File: src/rtl/alu_8bit.sv
// 8-bit registered ALU with an internal accumulator.
// Each clock edge, one of 16 opcode-selected results is loaded into acc, and acc drives ALU_Out.
module alu_8bit (
    input  logic       clk,
    input  logic       rst_n,
    input  logic [7:0] A,
    input  logic [7:0] B,
    input  logic [3:0] opcode,
    output logic [7:0] ALU_Out
);

    localparam logic [3:0] OP_ADD  = 4'b0000;
    localparam logic [3:0] OP_SUB  = 4'b0001;
    localparam logic [3:0] OP_MUL  = 4'b0010;
    localparam logic [3:0] OP_DIV  = 4'b0011;
    localparam logic [3:0] OP_ADDA = 4'b0100;
    localparam logic [3:0] OP_MULA = 4'b0101;
    localparam logic [3:0] OP_MAC  = 4'b0110;
    localparam logic [3:0] OP_ROL  = 4'b0111;
    localparam logic [3:0] OP_ROR  = 4'b1000;
    localparam logic [3:0] OP_AND  = 4'b1001;
    localparam logic [3:0] OP_OR   = 4'b1010;
    localparam logic [3:0] OP_XOR  = 4'b1011;
    localparam logic [3:0] OP_NAND = 4'b1100;
    localparam logic [3:0] OP_ETH  = 4'b1101;
    localparam logic [3:0] OP_GTH  = 4'b1110;
    localparam logic [3:0] OP_LTH  = 4'b1111;

    // acc keeps this plain name so that benches can deposit into it hierarchically.
    logic [7:0] acc;
    logic [7:0] acc_d;
    logic [7:0] prod_ab;
    logic [7:0] prod_acc_a;
    logic [7:0] quot_ab;

    always_comb begin
        prod_ab    = A * B;
        prod_acc_a = acc * A;
        quot_ab    = (B == 8'h00) ? 8'hFF : (A / B);
    end

    always_comb begin
        acc_d = acc;
        case (opcode)
            OP_ADD:  acc_d = A + B;
            OP_SUB:  acc_d = A - B;
            OP_MUL:  acc_d = prod_ab;
            OP_DIV:  acc_d = quot_ab;
            OP_ADDA: acc_d = acc + A;
            OP_MULA: acc_d = prod_acc_a;
            OP_MAC:  acc_d = acc + prod_ab;
            OP_ROL:  acc_d = {A[6:0], A[7]};
            OP_ROR:  acc_d = {A[0], A[7:1]};
            OP_AND:  acc_d = A & B;
            OP_OR:   acc_d = A | B;
            OP_XOR:  acc_d = A ^ B;
            OP_NAND: acc_d = ~(A & B);
            OP_ETH:  acc_d = (A == B) ? 8'h01 : 8'h00;
            OP_GTH:  acc_d = (A > B)  ? 8'h01 : 8'h00;
            OP_LTH:  acc_d = (A < B)  ? 8'h01 : 8'h00;
            default: acc_d = acc;
        endcase
    end

    always_ff @(posedge clk or negedge rst_n) begin
        if (!rst_n) begin
            acc <= 8'h00;
        end else begin
            acc <= acc_d;
        end
    end

    assign ALU_Out = acc;

endmodule

File: config.mk
export PLATFORM = sky130hd
export DESIGN_NAME = alu_8bit
export DESIGN_NICKNAME = d
export VERILOG_FILES = /design/src/rtl/alu_8bit.sv
export SDC_FILE = /design/constraint.sdc
export NUM_CORES = 1
export LEC_CHECK = 0
export BUFFER_PORTS_ARGS = -buffer_cell sky130_fd_sc_hd__buf_2
export CELL_PAD_IN_SITES_DETAIL_PLACEMENT = 1
export CELL_PAD_IN_SITES_GLOBAL_PLACEMENT = 1
export CORE_MARGIN = 2
export CORE_UTILIZATION = 30
export CTS_BUF_LIST = sky130_fd_sc_hd__clkbuf_4
export CTS_CLUSTER_SIZE = 25
export DETAILED_ROUTE_END_ITERATION = 16
export PLACE_DENSITY_LB_ADDON = 0.1
export SLEW_MARGIN = 20
export SYNTH_ARGS = -nofsm -noshare
export SYNTH_HDL_FRONTEND = slang
export SYNTH_SLANG_ARGS = --single-unit
export TNS_END_PERCENT = 100
File: constraint.sdc
create_clock -name clk -period 13.39 [get_ports clk]
set_clock_uncertainty 0.1 [all_clocks]
set_input_delay 2.678 -clock clk [delete_from_list [all_inputs] [get_ports clk]]
set_output_delay 2.678 -clock clk [all_outputs]
set_load 0.03 [all_outputs]
Word level (Yosys, flattened, before mapping)
Cells that the tools add are included.
{"block": "word_totals", "ff_bits": 8, "latchBits": 0, "ram_bits": 0, "mem_bits_ro": 0, "inputBits": 22, "out_inout_bits": 8, "word_cells": 37, "n_memories": 0}
{"block": "classes", "addsub": 4, "multipliers": 2, "div_mod_pow": 1, "n_lt_le_gt_ge": 2, "n_eq_ne": 16, "shifts": 0, "mux": 5, "bitwise": 4, "reduce_logical": 2}
{"operator": "$pmux 8 s16", "n": 1}
{"operator": "$eq 4x4->1 const B", "n": 8}
{"operator": "$add 8x8->8", "n": 3}
{"operator": "$eq 4x3->1 const B", "n": 4}
{"operator": "$mul 8x8->8", "n": 2}
{"operator": "$and 8x8->8", "n": 1}
{"operator": "$div 8x8->8", "n": 1}
{"operator": "$eq 4x2->1 const B", "n": 2}
{"operator": "$eq 8x8->1", "n": 1}
{"operator": "$gt 8x8->1", "n": 1}
{"operator": "$logic_not 8->1", "n": 1}
{"operator": "$lt 8x8->1", "n": 1}
{"operator": "$mux 8", "n": 1}
{"operator": "$not 8->8", "n": 1}
{"operator": "$or 8x8->8", "n": 1}
{"operator": "$sub 8x8->8", "n": 1}
{"operator": "$xor 8x8->8", "n": 1}
{"operator": "$eq 4x1->1 const B", "n": 1}
{"operator": "$logic_not 4->1", "n": 1}
{"operator": "$mux 1", "n": 3}

Depth between registers and ports, before layout
Gate-level depths: netlist of run 1.
{"block": "depth", "ltp_word": 3, "mapped_depth": 54, "mapped_depth_nobuf": 53}

Least setup slack after synthesis of run 1
No wires, ideal clock.
{"block": "synth_timing", "path_kind": "input -> register", "startpoint": "input B[6]", "endpoint": "register acc[0] (netlist: ALU_Out[0])", "setup_time_ns": 0.129, "t_arrival_ns": 12.878, "t_required_ns": 13.161, "slack_ns": 0.282, "path_stages": 53, "path_buffers": 1, "path_cell_list": "or4_4 nor3_4 a21oi_1 ha_1 o21ai_0 a211oi_2 a211oi_1 a21o_1 ha_1 o21a_1 o211a_1 mux2i_1 ha_1 o21a_1 o21a_1 o21ai_0 a21o_1 mux2i_1 [... 17 more ...] o21a_1 o21a_1 o21ai_0 a21boi_0 o21ai_0 a211oi_1 clkbuf_1 nor2_1 a21oi_1 ha_1 a21boi_0 o21a_1 o21a_1 o21a_1 o21a_1 o21a_1 o21ai_0 a21oi_1"}
{"block": "synth_via", "elab_chain_len": 3, "elab_cells_between_ends": 10, "cone_classes": "div: 1; order compare: 2; eq/ne: 1; mux: 5; reduce/logical: 1"}
{"item": "start: declaration", "line": "7", "text": "input logic [7:0] B,"}
{"item": "$div 8x8->8 (tied with other cells)", "line": "39", "text": "quot_ab = (B == 8'h00) ? 8'hFF : (A / B);"}
{"item": "$mux 8 (tied with other cells)", "line": "39"}
{"item": "$pmux 8 s16 *", "line": "44", "text": "case (opcode)"}
{"item": "named net acc_d[0]", "line": "31", "text": "logic [7:0] acc_d;"}
{"item": "end signal: assignment", "line": "67", "text": "acc <= 8'h00;"}
{"item": "end signal: assignment", "line": "69", "text": "acc <= acc_d;"}
{"item": "end: declaration", "line": "30", "text": "logic [7:0] acc;"}
Mark *: on every way through the listed nets, which the timed path passes. The rest lies on a longest branch.

Worst setup path in the final report of run 1
Same ends and word-level chain as after synthesis.

==> impl_metrics.env, run 1 <==
export IMPL_path_clk_slew_ps=80
export IMPL_hpwl_mm=16.87
export IMPL_fin_cells=960
export IMPL_antenna_found_initial=0
export IMPL_die_x_um=137.3
export IMPL_finalCritPeriodShare_pct=96.88
export IMPL_htree_num_levels=1
export IMPL_postSynthAreaPerCell_um2=7.704
export IMPL_synth_main_ff_cell="dfrtp_1"
export IMPL_crit_required_ps=13450
export IMPL_routedWlPerCell_um=22.49
export IMPL_cts_sinks=8
export IMPL_postLayoutCoreUtil_pct=35.52
export IMPL_slew_headroom_pct=48.14
export IMPL_drv_slew=0
export IMPL_synthXorXnorAreaFrac_pct=8.683
export IMPL_synth_warning_count=0
export IMPL_worst_r2r_cell_count=18
export IMPL_syn_inst=692
export IMPL_start_util_pct=30.72
export IMPL_power_leakage_nw=2.897
export IMPL_vias=5297
export IMPL_critPathSlowestCell="or4_4"
export IMPL_synth_top_family_by_area="adder cells"
export IMPL_final_fill_count=2097
export IMPL_critPathLaunchType="input pin"
export IMPL_drive_above_1_share_pct=15.92
export IMPL_crit_top_cell="o21a_1"
export IMPL_dieArea_um2=18850
export IMPL_syn2layout_area_growth_pct=15.63
export IMPL_drc=0
export IMPL_synth_fa_ha_area_share_pct=34.08
export IMPL_ant_nets=0
export IMPL_cts_tree="yes"
export IMPL_worstReg2RegEnd="ALU_Out[7]"
export IMPL_synth_cell_types=62
export IMPL_peakVddDrop_uv=47.80
export IMPL_drt_pass1_iterations=5
export IMPL_min_period_ps=12970
export IMPL_synthSimpleGateAreaFrac_pct=18.52
export IMPL_clk_latency_ps=280
export IMPL_worstPathArrival_ps=13030
export IMPL_grtUsageTotal_pct=23.09
export IMPL_cts_hold_buf=0
export IMPL_critPathCaptureType="flip-flop"
export IMPL_r2r_slack_ps=8250
export IMPL_grt_overflow=0
export IMPL_wirelength_mm=21.59
export IMPL_synthArstFlopShare_pct=100.0
export IMPL_routabilityCongestion=0.8829
export IMPL_synth_fp_nets=843
export IMPL_hold_slack_ps=706.0
export IMPL_grt_pass1_wl_mm=32.62
export IMPL_synth_edff_count=0
export IMPL_seq_area_frac_synth_pct=3.755
export IMPL_clockRootBuffer="clkbuf_4"
export IMPL_place_inst=937
export IMPL_cts_buffer_depth=2
export IMPL_worst_pin_slew_ps=777.1
export IMPL_placed_area_um2=5791
export IMPL_cp_startpoint="B[6]"
export IMPL_core_um2=17360
export IMPL_die_h_um=137.3
export IMPL_nNetsFinal=888
export IMPL_row_count=48
export IMPL_grt_max_degree=36
export IMPL_post_place_ws_ps=-450.7
export IMPL_synth_compound_area_share_pct=22.01
export IMPL_hold_viol=0
export IMPL_first_iter_violations=338
export IMPL_largest_reg_flops=8
export IMPL_final_setup_worst_slack_ps=417.2
export IMPL_critPathKind="input pin to flip-flop"
export IMPL_rr_startpoint="ALU_Out[0]"
export IMPL_grt_pass1_vias=5649
export IMPL_cp_max_fo=6
export IMPL_power_density_nw_per_um2=87.01
export IMPL_numCtsBuffers=3
export IMPL_viasPerCell=5.518
export IMPL_postLayoutCellArea_um2=6165
export IMPL_num_io_pins=30
export IMPL_yosys_mux_area_fraction_pct=5.539
export IMPL_drv_cap=0
export IMPL_outcome="finished clean"
export IMPL_io_buffers=29
export IMPL_hold_class="flip-flop to flip-flop"
export IMPL_fmax_mhz=77.08
export IMPL_slowest_delay_ps=550
export IMPL_worstSetupEndpoint="ALU_Out[0]"
export IMPL_setup_viol=0
export IMPL_ys_ff_latch=8
export IMPL_diodes=0
export IMPL_syn_cell_area_um2=5331
==> final cells by class <==
class,count,area (um^2),area share [%]
multi-input combinational,579,4933,80.03
timing repair buffer,67,434.2,7.043
inverter,78,292.8,4.749
tap,225,281.5,4.567
sequential,8,200.2,3.247
clock buffer,3,22.52,0.3653
==> what timing repair did <==
item                       in CTS  in global routing
setup endpoints to repair       1                  1
pin swaps                       2                 27
resized for setup               3                 33
buffers inserted                3                 17
==> cells in the final DEF, fill, tap and decap left out, types with 3 or more instances in the layout <==
| master | n |
|---|---|
| o21bai_1 | 10 |
| mux2i_1 | 8 |
| o21ai_0 | 25 |
| nand2_1 | 54 |
| ha_1 | 94 |
| a22oi_1 | 4 |
| nor2b_1 | 9 |
| a2111oi_0 | 3 |
| a21o_1 | 11 |
| or2_2 | 3 |
| o21ai_2 | 5 |
| dfrtp_1 | 8 |
| a221oi_1 | 5 |
| xnor3_1 | 5 |
| buf_2 | 29 |
| buf_4 | 37 |
| inv_1 | 77 |
| ha_4 | 8 |
| nor3_1 | 25 |
| mux2_2 | 15 |
| and2_1 | 23 |
| fa_1 | 27 |
| o32ai_1 | 7 |
| a211oi_1 | 4 |
| o21a_1 | 27 |
| a21oi_1 | 36 |
| nor2_1 | 60 |
| nand2b_1 | 9 |
| nand3_1 | 6 |
| o22ai_1 | 5 |
| xnor2_1 | 30 |
| xor2_1 | 10 |
| clkbuf_4 | 3 |
==> worst min-delay path by stage <==
stage,from,slack [ps],depth (start not counted),end
floorplan,ALU_Out[7],800,2,ALU_Out[7]
global placement,ALU_Out[7],650,2,ALU_Out[7]
detailed placement,ALU_Out[7],700,2,ALU_Out[7]
CTS,ALU_Out[7],710,2,ALU_Out[7]
global route,ALU_Out[7],720,2,ALU_Out[7]
finish,ALU_Out[7],710,2,ALU_Out[7]
==> critical path, delay by kind of cell <==
kind / cells / cell delay, ps
AOI/OAI and AO/OA: 36 / 5940
buffers and inverters: 5 / 730
adders and majority gates: 7 / 1860
and+or+nand+nor: 3 / 830
muxes: 4 / 990
==> metrics by stage <==
stage          setup TNS, ps  total power, mW
3_5_place_dp          -450.7           0.4978
2_1_floorplan              0           0.3510
5_1_grt               -80.18           0.5915
3_3_place_gp               0           0.4901
6_report                   0           0.5364
4_1_cts                    0           0.5254
==> cell usage after synthesis (3+ instances only) <==
| cell | count | area, um^2 |
|---|---|---|
| xnor2_1 | 30 | 262.8 |
| o21bai_1 | 10 | 75.07 |
| or2_2 | 3 | 18.77 |
| mux2_2 | 16 | 180.2 |
| a221oi_1 | 5 | 43.79 |
| nor2_1 | 60 | 225.2 |
| o21a_1 | 27 | 202.7 |
| fa_1 | 27 | 540.5 |
| nand2_1 | 54 | 202.7 |
| and2_1 | 23 | 143.9 |
| nand2b_1 | 9 | 56.30 |
| dfrtp_1 | 8 | 200.2 |
| nand3_1 | 6 | 30.03 |
| a21oi_1 | 38 | 190.2 |
| a22oi_1 | 4 | 30.03 |
| xnor3_1 | 5 | 112.6 |
| nor4_1 | 3 | 18.77 |
| mux2i_1 | 10 | 100.1 |
| a2111oi_0 | 3 | 26.28 |
| clkbuf_1 | 24 | 90.09 |
| ha_1 | 102 | 1276 |
| xor2_1 | 10 | 87.58 |
| nor3_1 | 25 | 125.1 |
| o32ai_1 | 7 | 61.31 |
| nor2b_1 | 9 | 56.30 |
| o22ai_1 | 5 | 31.28 |
| o21ai_0 | 30 | 150.1 |
| inv_1 | 78 | 292.8 |
| a211oi_1 | 6 | 45.04 |
| a21o_1 | 11 | 82.58 |
==> power by group <==
part / internal (mW) / switching [mW] / leakage, nW / total, mW
sequential: 0.0303 / 0.0125 / 0.100 / 0.0428
combinational: 0.202 / 0.270 / 2.78 / 0.472
clock: 0.0104 / 0.0114 / 0.0138 / 0.0218
total: 0.242 / 0.294 / 2.90 / 0.536
==> metal layers <==
metal	GRT usage, %	wire (um)	vias up
met4	6.644	724	0
met2	42.10	10670	142
li1	-	-	2503
met1	28.80	9244	2616
met3	2.024	957	36
met5	0	0	-
==> cells by family after synthesis <==
family          Yosys count
compound gates          173
xor+xnor                 45
fa+ha+maj               129
buf+inv                 105
flops                     8
mux                      27
simple gates            205
No activity file was read; power rests on OpenSTA's default activity.
==> run 2, diff against run 1 <==
--- a/config.mk
+++ b/config.mk
@@ -5,15 +5,13 @@
 export SDC_FILE = /design/constraint.sdc
 export NUM_CORES = 1
 export LEC_CHECK = 0
+export ABC_AREA = 1
 export BUFFER_PORTS_ARGS = -buffer_cell sky130_fd_sc_hd__buf_2
-export CELL_PAD_IN_SITES_DETAIL_PLACEMENT = 1
-export CELL_PAD_IN_SITES_GLOBAL_PLACEMENT = 1
 export CORE_MARGIN = 2
 export CORE_UTILIZATION = 30
 export CTS_BUF_LIST = sky130_fd_sc_hd__clkbuf_4
 export CTS_CLUSTER_SIZE = 25
 export DETAILED_ROUTE_END_ITERATION = 16
-export PLACE_DENSITY_LB_ADDON = 0.1
 export SLEW_MARGIN = 20
 export SYNTH_ARGS = -nofsm -noshare
 export SYNTH_HDL_FRONTEND = slang
==> run 2 against run 1 <==
Compared with the run above:
- clock power shrank 5%
- sequential share of layout area hardly changed
- fmax is 12% higher
- highest routed layer unchanged
==> impl_metrics.env, run 2 <==
export IMPL_die_h_um=143.0
export IMPL_final_fill_count=2074
export IMPL_worstPathArrival_ps=11650
export IMPL_p_total_mw=0.4865
export IMPL_yosysTopAreaCell="ha_1"
export IMPL_dieArea_um2=20460
export IMPL_drv_cap=0
export IMPL_numCtsBuffers=3
export IMPL_syn2layout_area_growth_pct=7.120
export IMPL_placed_area_um2=6190
export IMPL_syn_cell_area_um2=5799
export IMPL_cts_sinks=8
export IMPL_synthArstFlopShare_pct=100.0
export IMPL_p_seq_share_pct=9.5
export IMPL_slew_headroom_pct=48.95
export IMPL_grt_max_degree=23
export IMPL_first_iter_violations=262
export IMPL_hold_slack_ps=689.9
export IMPL_whs_path_depth=4
export IMPL_peakVddDrop_uv=35.55
export IMPL_drive_above_1_share_pct=7.290
export IMPL_postSynthAreaPerCell_um2=6.041
export IMPL_synth_top_area_share_pct=22.01
export IMPL_holdPathEnd="ALU_Out[7]"
export IMPL_finalCritPeriodShare_pct=86.57
export IMPL_yosysMostFrequentCell="nand2_1"
export IMPL_routedWlPerCell_um=13.90
export IMPL_worstReg2RegEnd="ALU_Out[5]"
export IMPL_viasPerCell=4.751
export IMPL_cts_hold_buf=0
export IMPL_syn_inst=960
export IMPL_final_cell_mix="272 x nand2_1, 207 x inv_1, 102 x ha_1"
export IMPL_seq_area_frac_synth_pct=3.452
export IMPL_largest_reg_flops=8
export IMPL_row_count=50
export IMPL_p_switching_mw=0.2882
export IMPL_diodes=0
export IMPL_drt_pass1_iterations=5
export IMPL_post_place_ws_ps=1597
export IMPL_nNetsFinal=1127
export IMPL_htree_num_levels=1
export IMPL_comb_power_share_pct=86.2
export IMPL_final_setup_tns_ps=0
export IMPL_worst_pin_slew_ps=763.0
export IMPL_critPathCaptureType="flip-flop"
export IMPL_synth_main_ff_cell="dfrtp_1"
export IMPL_synth_top_cells_by_area="ha_1 22%, nand2_1 18%, inv_1 13%"
export IMPL_io_buffers=29
export IMPL_synth_commonest_cells="272 x nand2_1, 207 x inv_1, 102 x ha_1, 51 x nand3_1, 49 x a21oi_1"
export IMPL_critPathKind="input pin to flip-flop"
export IMPL_cts_resized=0
export IMPL_final_setup_worst_slack_ps=1799
export IMPL_cts_tree="yes"
export IMPL_rr_startpoint="ALU_Out[0]"
export IMPL_hold_path_startpoint="ALU_Out[7]"
export IMPL_final_common_cell="nand2_1"
export IMPL_clockRootBuffer="clkbuf_4"
export IMPL_crit_family="simple AND/OR/NAND/NOR gates"
export IMPL_grt_pass1_vias=5493
export IMPL_p_int_mw=0.1983
export IMPL_path_clk_slew_ps=80
export IMPL_power_leakage_nw=3.776
export IMPL_place_inst=1231
export IMPL_core_um2=18830
export IMPL_synth_warning_count=0
export IMPL_cp_max_fo=12
export IMPL_min_period_ps=11590
export IMPL_grt_overflow=0
export IMPL_rsz0062_at_grt="false"
export IMPL_hold_viol=0
export IMPL_num_io_pins=30
export IMPL_drv_slew=0
export IMPL_cts_setup_buffers=0
export IMPL_crit_top_cell="nand2_1"
export IMPL_postLayoutCellArea_um2=6212
export IMPL_outcome="finished clean"
export IMPL_ant_nets=0
export IMPL_synth_edff_count=0
export IMPL_cts_buffer_depth=2
export IMPL_worst_r2r_cell_count=14
export IMPL_cp_num_buf_inv=10
export IMPL_synth_cell_types=47
export IMPL_postLayoutCoreUtil_pct=32.99
export IMPL_critPathSlowestCell="ha_1"
export IMPL_routabilityCongestion=0.9644
export IMPL_vias=5863
export IMPL_die_x_um=143.0
export IMPL_wirelength_mm=17.16
export IMPL_ys_ff_latch=8
export IMPL_synth_fp_nets=1111
export IMPL_crit_required_ps=13450
export IMPL_fmax_mhz=86.27
export IMPL_antenna_found_initial=0
export IMPL_fin_cells=1234
export IMPL_grt_pass1_wl_mm=27.86
export IMPL_power_switching_share_pct=59.24
export IMPL_clockPowerShare_pct=4.3
export IMPL_start_util_pct=30.80
export IMPL_setup_viol=0
export IMPL_drc=0
export IMPL_clk_latency_ps=270
export IMPL_hold_class="flip-flop to flip-flop"
export IMPL_slowest_delay_ps=350
export IMPL_critPathLaunchType="input pin"
export IMPL_hpwl_mm=14.04
export IMPL_power_density_nw_per_um2=78.32
export IMPL_r2r_slack_ps=9300
export IMPL_grtUsageTotal_pct=17.22
-- run 2: cell type report --
cell class	count	area, um^2	share of cell area, %
clock buffers	3	22.52	0.3625
inverters	216	813.3	13.09
multi-input cells	718	4706	75.75
flip-flops and latches	8	200.2	3.223
well taps	260	325.3	5.237
repair buffers	29	145.1	2.336
-- run 2: per-layer routing --
metal  track usage [%]  wire length [um]
met1             23.30              8283
met3             1.174               719
met5                 0                 0
met2             30.32              7845
met4             3.075               306
-- run 2: worst max path at each step --
stage / startpoint / endpoint / slack (ps) / cells past startpoint
after floorplan: B[1] / ALU_Out[0] / 2770 / 62
after global placement: B[0] / ALU_Out[0] / 1900 / 64
after detailed placement: B[0] / ALU_Out[0] / 1600 / 65
after CTS: B[0] / ALU_Out[0] / 1860 / 65
after global routing: B[0] / ALU_Out[0] / 710 / 66
final: B[0] / ALU_Out[0] / 1800 / 64
-- run 2: kinds of logic after synthesis --
logic type	after synthesis	synth area share, %
DFF	8	3.452
and+or+nand+nor	418	31.22
xor gates and xnor gates	28	4.229
adders and majority gates	129	31.33
AOI/OAI and AO/OA	143	14.37
buffers and inverters	234	15.40
-- run 2: power groups by stage --
stage | Sequential (mW) | Combinational, mW | Clock (mW)
final | 0.0463 | 0.419 | 0.0208
after floorplan | 0.0498 | 0.314 | 0
after global placement | 0.0472 | 0.416 | 0
after CTS | 0.0464 | 0.423 | 0.0213
after detailed placement | 0.0469 | 0.419 | 0
after global routing | 0.0477 | 0.488 | 0.0235
-- run 2: worst reg2reg max path, stage by stage, from the launching register on --
cell and delay (ps):
dfrtp_1 580, nand2_1 150, inv_1 50, ha_1 190
fa_1 500, ha_1 300, inv_1 50, fa_1 540
inv_1 70, fa_1 450, or2_2 310, a32oi_1 250
o2111ai_1 140, a21oi_1 130, nand4_1 120
==> run 3, diff against run 2 <==
--- a/config.mk
+++ b/config.mk
@@ -9,7 +9,7 @@
 export BUFFER_PORTS_ARGS = -buffer_cell sky130_fd_sc_hd__buf_2
 export CORE_MARGIN = 2
 export CORE_UTILIZATION = 30
-export CTS_BUF_LIST = sky130_fd_sc_hd__clkbuf_4
+export CTS_BUF_LIST = sky130_fd_sc_hd__clkbuf_8
 export CTS_CLUSTER_SIZE = 25
 export DETAILED_ROUTE_END_ITERATION = 16
 export SLEW_MARGIN = 20
==> run 3 against run 2 <==
Compared with the run above:
- non-clock buffer count did not move
- first-iteration DRC count rose by 3.4%
- total power rose by 2.2%
- flip-flop and latch count did not move
- fmax fell by 0.19%
- sequential power barely moved
- utilization rose by 0.10 points
- global-route usage barely moved
- via count fell by 0.63%
- register-to-register slack barely moved
- worst setup slack got worse by 22 ps
- largest cell class unchanged
==> impl_metrics.env, run 3 (synthesis gave the netlist of run 2 again) <==
export IMPL_final_cell_mix="272 x nand2_1, 207 x inv_1, 102 x ha_1"
export IMPL_antenna_found_initial=0
export IMPL_clk_latency_ps=240
export IMPL_path_clk_slew_ps=50
export IMPL_syn2layout_area_growth_pct=7.443
export IMPL_row_count=50
export IMPL_die_x_um=143.0
export IMPL_drt_pass1_iterations=5
export IMPL_slowest_delay_ps=350
export IMPL_crit_required_ps=13420
export IMPL_dieArea_um2=20460
export IMPL_grt_pass1_vias=5489
export IMPL_critPathSlowestCell="ha_1"
export IMPL_final_common_cell="nand2_1"
export IMPL_grt_pass1_wl_mm=27.83
export IMPL_hold_class="flip-flop to flip-flop"
export IMPL_clockRootBuffer="clkbuf_8"
export IMPL_vias=5826
export IMPL_power_switching_share_pct=58.21
export IMPL_numCtsBuffers=3
export IMPL_drv_slew=0
export IMPL_critPathLaunchType="input pin"
export IMPL_ant_nets=0
export IMPL_cts_tree="yes"
export IMPL_largest_reg_flops=8
export IMPL_placed_area_um2=6190
export IMPL_viasPerCell=4.721
export IMPL_routedWlPerCell_um=13.87
export IMPL_cts_hold_buf=0
export IMPL_finalCritPeriodShare_pct=86.73
export IMPL_hold_viol=0
export IMPL_hold_slack_ps=685.7
export IMPL_first_iter_violations=271
export IMPL_core_um2=18830
export IMPL_peakVddDrop_uv=37.88
export IMPL_crit_top_cell="nand2_1"
export IMPL_fmax_mhz=86.11
export IMPL_postLayoutCoreUtil_pct=33.09
export IMPL_final_setup_tns_ps=0
export IMPL_num_io_pins=30
export IMPL_min_period_ps=11610
export IMPL_grt_overflow=0
export IMPL_hpwl_mm=14.04
export IMPL_cts_setup_buffers=0
export IMPL_cp_max_fo=12
export IMPL_p_seq_share_pct=9.4
export IMPL_worstPathArrival_ps=11640
export IMPL_routabilityCongestion=0.9644
export IMPL_nNetsFinal=1127
export IMPL_comb_power_share_pct=84.4
export IMPL_place_inst=1231
export IMPL_p_switching_mw=0.2893
export IMPL_critPathKind="input pin to flip-flop"
export IMPL_die_h_um=143.0
export IMPL_power_density_nw_per_um2=79.77
export IMPL_slew_headroom_pct=49.92
export IMPL_setup_viol=0
export IMPL_htree_num_levels=1
export IMPL_critPathCaptureType="flip-flop"
export IMPL_drc=0
export IMPL_start_util_pct=30.80
export IMPL_clockPowerShare_pct=6.3
export IMPL_drv_cap=0
export IMPL_postLayoutCellArea_um2=6231
export IMPL_wirelength_mm=17.12
export IMPL_grt_max_degree=23
export IMPL_io_buffers=29
export IMPL_worst_pin_slew_ps=748.4
export IMPL_rsz0062_at_grt="false"
export IMPL_grtUsageTotal_pct=17.21
export IMPL_drive_above_1_share_pct=7.290
export IMPL_cts_resized=0
export IMPL_cts_buffer_depth=2
export IMPL_diodes=0
export IMPL_fin_cells=1234
export IMPL_cts_sinks=8
export IMPL_outcome="finished clean"
export IMPL_power_leakage_nw=3.784
export IMPL_p_int_mw=0.2077
## run 3: cell counts in the layout (fill, tap and decap cells not counted)
No cell type changed its count.
## run 3: power by group through the flow
stage / logic [mW] / clock network [mW] / registers, mW
floorplan: 0.314 / 0 / 0.0498
global placement: 0.416 / 0 / 0.0472
detailed placement: 0.419 / 0 / 0.0469
CTS: 0.423 / 0.0317 / 0.0465
global route: 0.488 / 0.0330 / 0.0478
finish: 0.419 / 0.0312 / 0.0465
## run 3: final cells by class
type	count	area, um^2
repair buffers	29	145.1
well taps	260	325.3
inverters	216	813.3
multi-input cells	718	4706
fillers	2072	12600
flip-flops and latches	8	200.2
clock buffers	3	41.29
## run 3: path summary, 6_finish.rpt
check / startpoint / to / slack, ps / cells past startpoint
worst min register to register: ALU_Out[7] / ALU_Out[7] / 690 / 4
worst max register to register: ALU_Out[0] / ALU_Out[5] / 9310 / 14
min in group asynchronous: rst_n / ALU_Out[6] / 2180 / 1
max in group asynchronous: rst_n / ALU_Out[3] / 10810 / 1
worst min-delay path: ALU_Out[7] / ALU_Out[7] / 690 / 4
worst max-delay path: B[0] / ALU_Out[0] / 1780 / 65
## run 3: metrics by stage
step                setup WS [ps]  power [mW]
floorplan                    2771      0.3636
global placement             1898      0.4628
detailed placement           1597      0.4660
CTS                          1826      0.5009
global route                660.3      0.5690
finish                       1777      0.4970
## run 3: layer usage
layer	track usage [%]	wire length [um]	share of wire [%]	vias up
met5	0	0	0	-
met4	2.866	280	1.6	0
met3	1.073	687	4.0	18
met2	30.45	7840	46	117
met1	23.30	8307	49	2638
li1	-	-	-	3053
## run 3: worst max-delay path: cells and delay by family
kind	cells	cell delay [ps]
AND/OR/NAND/NOR	34	3490
adder cells (fa/ha/maj)	8	2320
AO/OA/AOI/OAI	14	2190
buffers and inverters	9	950
